## src/rtl/seven_seg_scan_ctrl.sv

```systemverilog
// ---------------------------------------------------------------------------
// seven_seg_scan_ctrl
//
// Time-multiplexed scan controller for NUM_DIGITS common-anode seven-segment
// digits sharing one external 4-bit-to-7-segment decoder. Each digit slot is
// a blanking guard interval (GUARD_CYCLES) followed by a lit interval
// (REFRESH_DIV). New display values are double-buffered: a load strobe fills
// a pending buffer, which is copied into the active buffer only at a frame
// boundary, so a frame never shows a mix of old and new digits.
//
// Optional feature (compile-time macro LEADING_ZERO_BLANK_EN):
//   When defined, digits above digit 0 whose nibble and every higher nibble
//   of the active value are zero are blanked. Digit 0 is always eligible.
//   When undefined, digits are shown according to digit_en only.
//
// Parameters:
//   NUM_DIGITS   - number of multiplexed digits (2..8)
//   REFRESH_DIV  - cycles each digit is lit per slot (>=2)
//   GUARD_CYCLES - blanking cycles before each digit is lit (>=1)
//
// Ports:
//   clk        - system clock, rising edge
//   rst_n      - asynchronous active-low reset
//   value      - display value, nibble i drives digit i (digit 0 rightmost)
//   digit_en   - per-digit enable mask, sampled at the start of each lit slot
//   load       - one-cycle strobe capturing value into the pending buffer
//   load_ack   - one-cycle pulse when the pending value becomes active
//   dec_val    - nibble to the decoder (bit 3 = Z ... bit 0 = W)
//   dec_en     - decoder enable, 0 blanks all segments
//   anode_n    - active-low digit select, at most one bit low
//   frame_done - one-cycle pulse after the last digit's slot ends
// ---------------------------------------------------------------------------
module seven_seg_scan_ctrl #(
    parameter int NUM_DIGITS   = 4,
    parameter int REFRESH_DIV  = 50000,
    parameter int GUARD_CYCLES = 500
) (
    input  logic                    clk,
    input  logic                    rst_n,
    input  logic [4*NUM_DIGITS-1:0] value,
    input  logic [NUM_DIGITS-1:0]   digit_en,
    input  logic                    load,
    output logic                    load_ack,
    output logic [3:0]              dec_val,
    output logic                    dec_en,
    output logic [NUM_DIGITS-1:0]   anode_n,
    output logic                    frame_done
);

    localparam int DATA_W  = 4 * NUM_DIGITS;
    localparam int MAX_CNT = (REFRESH_DIV > GUARD_CYCLES) ? REFRESH_DIV : GUARD_CYCLES;
    localparam int CNT_W   = $clog2(MAX_CNT + 1);
    localparam int IDX_W   = $clog2(NUM_DIGITS);

    localparam logic [CNT_W-1:0] GUARD_LAST = CNT_W'(GUARD_CYCLES - 1);
    localparam logic [CNT_W-1:0] SHOW_LAST  = CNT_W'(REFRESH_DIV - 1);
    localparam logic [IDX_W-1:0] LAST_IDX   = IDX_W'(NUM_DIGITS - 1);
    localparam logic [NUM_DIGITS-1:0] ALL_OFF = {NUM_DIGITS{1'b1}};

    typedef enum logic {
        BLANK = 1'b0,
        SHOW  = 1'b1
    } state_t;

    state_t             state;
    logic [CNT_W-1:0]   slot_cnt;
    logic [IDX_W-1:0]   idx;
    logic [DATA_W-1:0]  active_buf;
    logic [DATA_W-1:0]  pend_buf;
    logic               pend_valid;

    logic [3:0]         cur_nib;
    logic               upper_zero;
    logic               digit_visible;
    logic               guard_end;
    logic               show_end;
    logic               commit;

    // Select the nibble of the current digit from the active buffer, and
    // work out whether this digit and every digit above it are zero. The
    // loops use constant slice positions so the mux stays simple.
    always_comb begin
        cur_nib    = 4'h0;
        upper_zero = 1'b0;
        for (int i = 0; i < NUM_DIGITS; i++) begin
            if (idx == IDX_W'(i)) begin
                cur_nib    = active_buf[4*i +: 4];
                upper_zero = ((active_buf >> (4*i)) == '0);
            end
        end
    end

    // Decide whether the digit about to be lit is actually driven. A
    // disabled digit still consumes its full slot so every lit digit keeps
    // the same duty cycle and therefore the same brightness.
    always_comb begin
        digit_visible = digit_en[idx];
`ifdef LEADING_ZERO_BLANK_EN
        if ((idx != '0) && upper_zero) begin
            digit_visible = 1'b0;
        end
`endif
    end

    // Slot boundary decodes. The frame boundary is the final lit cycle of
    // the last digit; the commit becomes visible on the following cycle.
    always_comb begin
        guard_end = (state == BLANK) && (slot_cnt == GUARD_LAST);
        show_end  = (state == SHOW)  && (slot_cnt == SHOW_LAST);
        commit    = show_end && (idx == LAST_IDX);
    end

    // Scan FSM, double buffer and all registered outputs. Outputs are
    // loaded on the same edge as the state change they belong to, so the
    // pins always match the state being displayed. digit_en and the
    // leading-zero decision are therefore sampled only on SHOW entry.
    always_ff @(posedge clk or negedge rst_n) begin
        if (!rst_n) begin
            state      <= BLANK;
            slot_cnt   <= '0;
            idx        <= '0;
            active_buf <= '0;
            pend_buf   <= '0;
            pend_valid <= 1'b0;
            dec_val    <= 4'h0;
            dec_en     <= 1'b0;
            anode_n    <= ALL_OFF;
            load_ack   <= 1'b0;
            frame_done <= 1'b0;
        end else begin
            load_ack   <= 1'b0;
            frame_done <= 1'b0;

            case (state)
                BLANK: begin
                    if (guard_end) begin
                        state    <= SHOW;
                        slot_cnt <= '0;
                        dec_val  <= cur_nib;
                        if (digit_visible) begin
                            dec_en  <= 1'b1;
                            anode_n <= ~(NUM_DIGITS'(1) << idx);
                        end else begin
                            dec_en  <= 1'b0;
                            anode_n <= ALL_OFF;
                        end
                    end else begin
                        slot_cnt <= slot_cnt + 1'b1;
                    end
                end

                SHOW: begin
                    if (show_end) begin
                        state    <= BLANK;
                        slot_cnt <= '0;
                        dec_en   <= 1'b0;
                        anode_n  <= ALL_OFF;
                        if (idx == LAST_IDX) begin
                            idx <= '0;
                        end else begin
                            idx <= idx + 1'b1;
                        end
                        if (commit) begin
                            frame_done <= 1'b1;
                            if (pend_valid) begin
                                active_buf <= pend_buf;
                                load_ack   <= 1'b1;
                            end
                        end
                    end else begin
                        slot_cnt <= slot_cnt + 1'b1;
                    end
                end

                default: begin
                    state    <= BLANK;
                    slot_cnt <= '0;
                    dec_en   <= 1'b0;
                    anode_n  <= ALL_OFF;
                end
            endcase

            // A load always lands in the pending buffer, even on the commit
            // edge: the old pending value moves to active while the new one
            // waits for the next frame boundary. Repeated loads overwrite.
            if (load) begin
                pend_buf   <= value;
                pend_valid <= 1'b1;
            end else if (commit) begin
                pend_valid <= 1'b0;
            end
        end
    end

endmodule
```

## config.mk

```make
export PLATFORM = sky130hd
export DESIGN_NAME = seven_seg_scan_ctrl
export DESIGN_NICKNAME = d
export VERILOG_FILES = /design/src/rtl/seven_seg_scan_ctrl.sv
export SDC_FILE = /design/constraint.sdc
export NUM_CORES = 1
export LEC_CHECK = 0
export BUFFER_PORTS_ARGS = -buffer_cell sky130_fd_sc_hd__buf_2
export CORE_UTILIZATION = 55
export CTS_CLUSTER_SIZE = 14
export DETAILED_ROUTE_END_ITERATION = 8
export MAX_ROUTING_LAYER = met4
export PLACE_DENSITY_LB_ADDON = 0.25
export SLEW_MARGIN = 5
export SYNTH_ARGS = -nofsm -noshare
export SYNTH_HDL_FRONTEND = slang
export SYNTH_SLANG_ARGS = --single-unit
```

## constraint.sdc

```tcl
create_clock -name clk -period 3.05 [get_ports clk]
set_clock_uncertainty 0.15 [all_clocks]
set_input_delay 0.61 -clock clk [delete_from_list [all_inputs] [get_ports clk]]
set_output_delay 0.61 -clock clk [all_outputs]
set_load 0.05 [all_outputs]
```

---- Yosys cells after proc, flatten, opt, wreduce, memory -nomap -nowiden ----
Index checks and enable logic that the tools add are counted.
word-level totals
  bits in registers ....................... 63
operators by class
  $add $sub $neg .......................... 2
  magnitude comparators ................... 1
  equality and inequality tests ........... 7
  shifts and indexed selects .............. 1
  multiplexer cells ....................... 30
  bitwise operators ....................... 2
  reductions and logical operators ........ 9
operators with widths
  operator                 count
  $mux W16                 2
  $pmux W16 S2             1
  $mux W4                  7
  $add A16 B1 Y16 const B  1
  $eq A16 B16 Y1 const B   1
  $eq A16 B9 Y1 const B    1
  $mux W1                  15
  $pmux W4 S2              1
  $reduce_and A2 Y1        3
  $eq A2 B2 Y1 const B     2
  $not A4 Y4               1
  $pmux W1 S2              2
  $reduce_and A4 Y1        1
  $shl A1 B2 Y4 const A    1
  $logic_and A1 B1 Y1      3
  $lt A2 B3 Y1 const B     1
  $add A2 B1 Y2 const B    1
  $bmux W1 S2              1
  $eq A2 B1 Y1 const B     1
  $logic_not A2 Y1         1
  $mux W2                  1
  $ne A2 B1 Y1 const B     1
  $ne A2 B2 Y1 const B     1
  $reduce_bool A2 Y1       1
  $not A1 Y1               1

---- Longest topological paths before layout ----
  word-level depth ........................ 6
  mapped depth ............................ 7
  gate-level depth less buffers ........... 6

---- Worst setup path after synthesis ----
Ideal clock, no wire load.
  path type ............................... reg2reg
  start ................................... register slot_cnt[4]
  end ..................................... register active_buf[10]
  library setup time ...................... 0.125 ns
  arrival ................................. 2.425 ns
  required time ........................... 2.775 ns
  path slack .............................. 0.350 ns
  cell stages (with the launch flop) ...... 8
  clock period less this slack ............ 2.700 ns
  path through ............................ dfrtp_1 buf_6 or4b_4 or4_4 buf_6 nor3_4 buf_12 mux2_4
on the way
  longest elaborated chain between the ends .. 4
ends and longest elaborated chain
  what                                  line  text
  from (decl)                           66    logic [CNT_W-1:0] slot_cnt;
  from (signal assigned)                148   slot_cnt <= slot_cnt + 1'b1;
  from (signal assigned)                171   slot_cnt <= slot_cnt + 1'b1;
  $eq A16 B16 Y1 *                      109   show_end = (state == SHOW) && (slot_cnt == SHOW_LAST);
  $logic_and A1 B1 Y1 *                 109
  $logic_and A1 B1 Y1                   110   commit = show_end && (idx == LAST_IDX);
  $reduce_and A4 Y1 (no source line) *  n/a
  to (signal assigned)                  166   active_buf <= pend_buf;
  to (decl)                             68    logic [DATA_W-1:0] active_buf;
Mark *: on every way between the ends. The rest lies on a longest branch, timed or not.
A chain may end at the register's enable or synchronous reset.

---- Final worst setup path ----
  start ................................... register slot_cnt[7]
  end ..................................... register active_buf[5]
The elaborated chain is that of the path after synthesis.

==> flow_summary.toml <==
[floorplan]
floorplan.initialDensity = 0.5861
placement_rows = 25
die_h_um = 73.88
fp.dieArea_um2 = 5458
boundaryPins = 34
coreArea_um2 = 4848
die_width_um = 73.88

[pwr]
pwr_density_nw_per_um2 = 510.4
finalPower_mw = 1.660
leakage_nw = 1.544
ir_drop_v = 0.0002890

[worst_setup_path]
critPathArrivalTime_ns = 2.73
crit_path_top_delay_cell = "or4_4"
worst_r2r_endpoint = "active_buf[5]"
crit_path_start_kind = "register"
endpoint_kind = "register"
cell_by_cell_trace_of_the_critical_path = "or4b_4, or4_4, nor3_4, buf_4, mux2_2"
timing.reg2reg.worst_path_depth = 5
worstSetupStartpoint = "slot_cnt[7]"
worstSetupPathType = "reg2reg"
critPathBufInv = 1
crit_fanout = 17
worst_path_dominant_cell_family = "simple AND/OR/NAND/NOR gates"
cp_slowest_stage_delay_ns = 0.58
setup.reg_to_reg.worst_slack_ns = 0.38
r2r_start = "slot_cnt[7]"
cp.required_ns = 3.12

[flow_run]
maxCapViolCount = 0

[final_layout]
nFillCells = 370
diodes = 0
layout_common_cells = "dfrtp_1, mux2_2, buf_2"
most_frequent_standard_cell_in_the_layout_excluding_fill_and_tap_cells = "dfrtp_1"
drive_above_1_share = 0.3893
nNetsFinal = 285
relative_area_change_from_synthesis_to_final_layout_pct = 14.44
layout.core_utilization = 0.6707

[timing]
unrepaired_setup_endpoints_after_global_routing = "false"
final_ws_setup_ns = 0.3833
finalHoldViolCount = 0
finalSetupViolations = 0
setup-tns-final_ns = 0
final_period_minus_worst_setup_slack_ns = 2.667
finalMaxSlewViolations = 0
final_cycle_share = 0.8743
worst_pin_slew_ns = 0.6307
max_freq_mhz = 375.0
holdWs_ns = 0.1415
max-slew-margin-rel = 0.5795

[placement]
place_hpwl_um = 3480
numPortBuffers = 33
detailedPlace.worstSlack_ns = 0.3854
globalplace.congestion = 0.7766

[grt]
globalRoute.totalOverflow = 0
grt_use_met1 = 0.3131
grt_antenna_before_repair = 0
grt_util_met3 = 0.05350
global_route.usage.met2 = 0.3078
grt_start_max_net_pins = 30
globalRoute.busiestLayer = "met1"
grt_pass1_wl_um = 8535
groute.usage.overall = 0.2247
grt_pass1_vias = 1766

[detailed_routing]
detailroute.via_count = 1767
post-route-drc-count = 0
route.final.wire_length_um = 4963
firstDrtPassIters = 4
drt_iter0_drc = 80
final_antenna_net_count = 0
post_drt_wl_per_cell_um = 15.09
via_per_inst = 5.371

[worst_hold_path]
hold_path.class = "in2async"

[clocking]
cts_post_setup_buffers_inserted = 0
post_cts_hold_buffer_count = 0
clock_latency_ns = 0.33
cts_tree = "built"
clock-sinks = 63
cts_buffers = 9
cts_max_path_buffers = 2
clock_tree.root_cell = "clkbuf_8"
cts.clk_slew.worst_paths_ns = 0.07
htreeDepth = 3
cts_resized = 0

[yosys]
synth.avg_cell_area_um2 = 12.97
synth_fp_nets = 247
synth_seq_area_share = 0.5566
area_of_the_mapped_netlist_um2 = 2841
yosys_register_bits = 63
synthCells = 219
yosys.cell_types.count = 36
synth-warning-count = 0

[status]
run_status = "finished, final reports clean"
==> report_power, final <==
part           switching [mW]  leakage [nW]  internal [mW]
registers              0.0122         0.810          0.857
logic                  0.0287         0.635         0.0320
clock network           0.308        0.0996          0.422
total                   0.349          1.54           1.31
==> how the worst max path moves through the flow <==
stage,end,depth (start not counted)
floorplan,active_buf[10],7
global placement,active_buf[6],5
detailed placement,active_buf[2],5
CTS,active_buf[5],5
global route,dec_en,4
finish,active_buf[5],5
==> cell families after synthesis <==
family,count (synthesis),share of synthesized area
and+or+nand+nor,67,0.1286
buffers and inverters,14,0.02994
muxes,43,0.1863
xor gates and xnor gates,13,0.04007
adders and majority gates,5,0.02202
AOI/OAI and AO/OA,14,0.03655
DFF,63,0.5566
==> routing by layer <==
metal	routed length, um	share of wire
met4	93	0.019
met3	201	0.040
met5	0	0
met2	2130	0.43
met1	2538	0.51
==> sequential cells by signal, indices dropped and copies added, names as in the netlist <==
name	flops
slot_cnt	16
dec_en	1
pend_buf	16
dec_val	4
load_ack	1
pend_valid	1
active_buf	16
idx	2
frame_done	1
anode_n	4
state	1
==> Yosys cell counts (all sizes together) <==
library cell / count / area, um^2
xnor2: 7 / 61.31
nor2b: 7 / 43.79
nand3: 7 / 35.03
mux4: 1 / 22.52
a21oi: 2 / 13.76
nor4: 4 / 25.02
and3: 1 / 6.260
o21ai: 2 / 10.01
inv: 4 / 15.01
dfrtp: 59 / 1476
xor2: 6 / 52.55
ha: 5 / 62.56
nor4b: 2 / 17.52
mux2: 42 / 506.7
or3: 1 / 6.260
and4: 2 / 17.52
nand4: 6 / 37.54
or4: 2 / 18.77
a221oi: 4 / 35.03
buf: 4 / 47.54
and2: 1 / 6.260
clkbuf: 6 / 22.52
dfstp: 4 / 105.1
or4b: 1 / 13.76
nor3: 2 / 21.27
a21o: 1 / 7.510
nand2: 17 / 63.81
o31ai: 4 / 30.03
o21bai: 1 / 7.510
nor2: 14 / 52.55
==> layout make-up <==
class                   count  area [um^2]  area share
inverters                   4        15.01    0.004617
repair buffers             37        195.2     0.06002
clock inverters             3        42.54     0.01308
clock buffers              13        158.9     0.04886
flip-flops and latches     63         1582      0.4863
multi-input cells         142         1175      0.3613
well taps                  67        83.83     0.02578
==> per-stage QoR <==
| step | cells | cell area, um^2 |
|---|---|---|
| after floorplan | 219 | 2841 |
| after global placement | 313 | 3050 |
| after detailed placement | 313 | 3050 |
| after CTS | 329 | 3252 |
| after global routing | 329 | 3252 |
| final | 329 | 3252 |
Power figures use the tool's default switching activity.
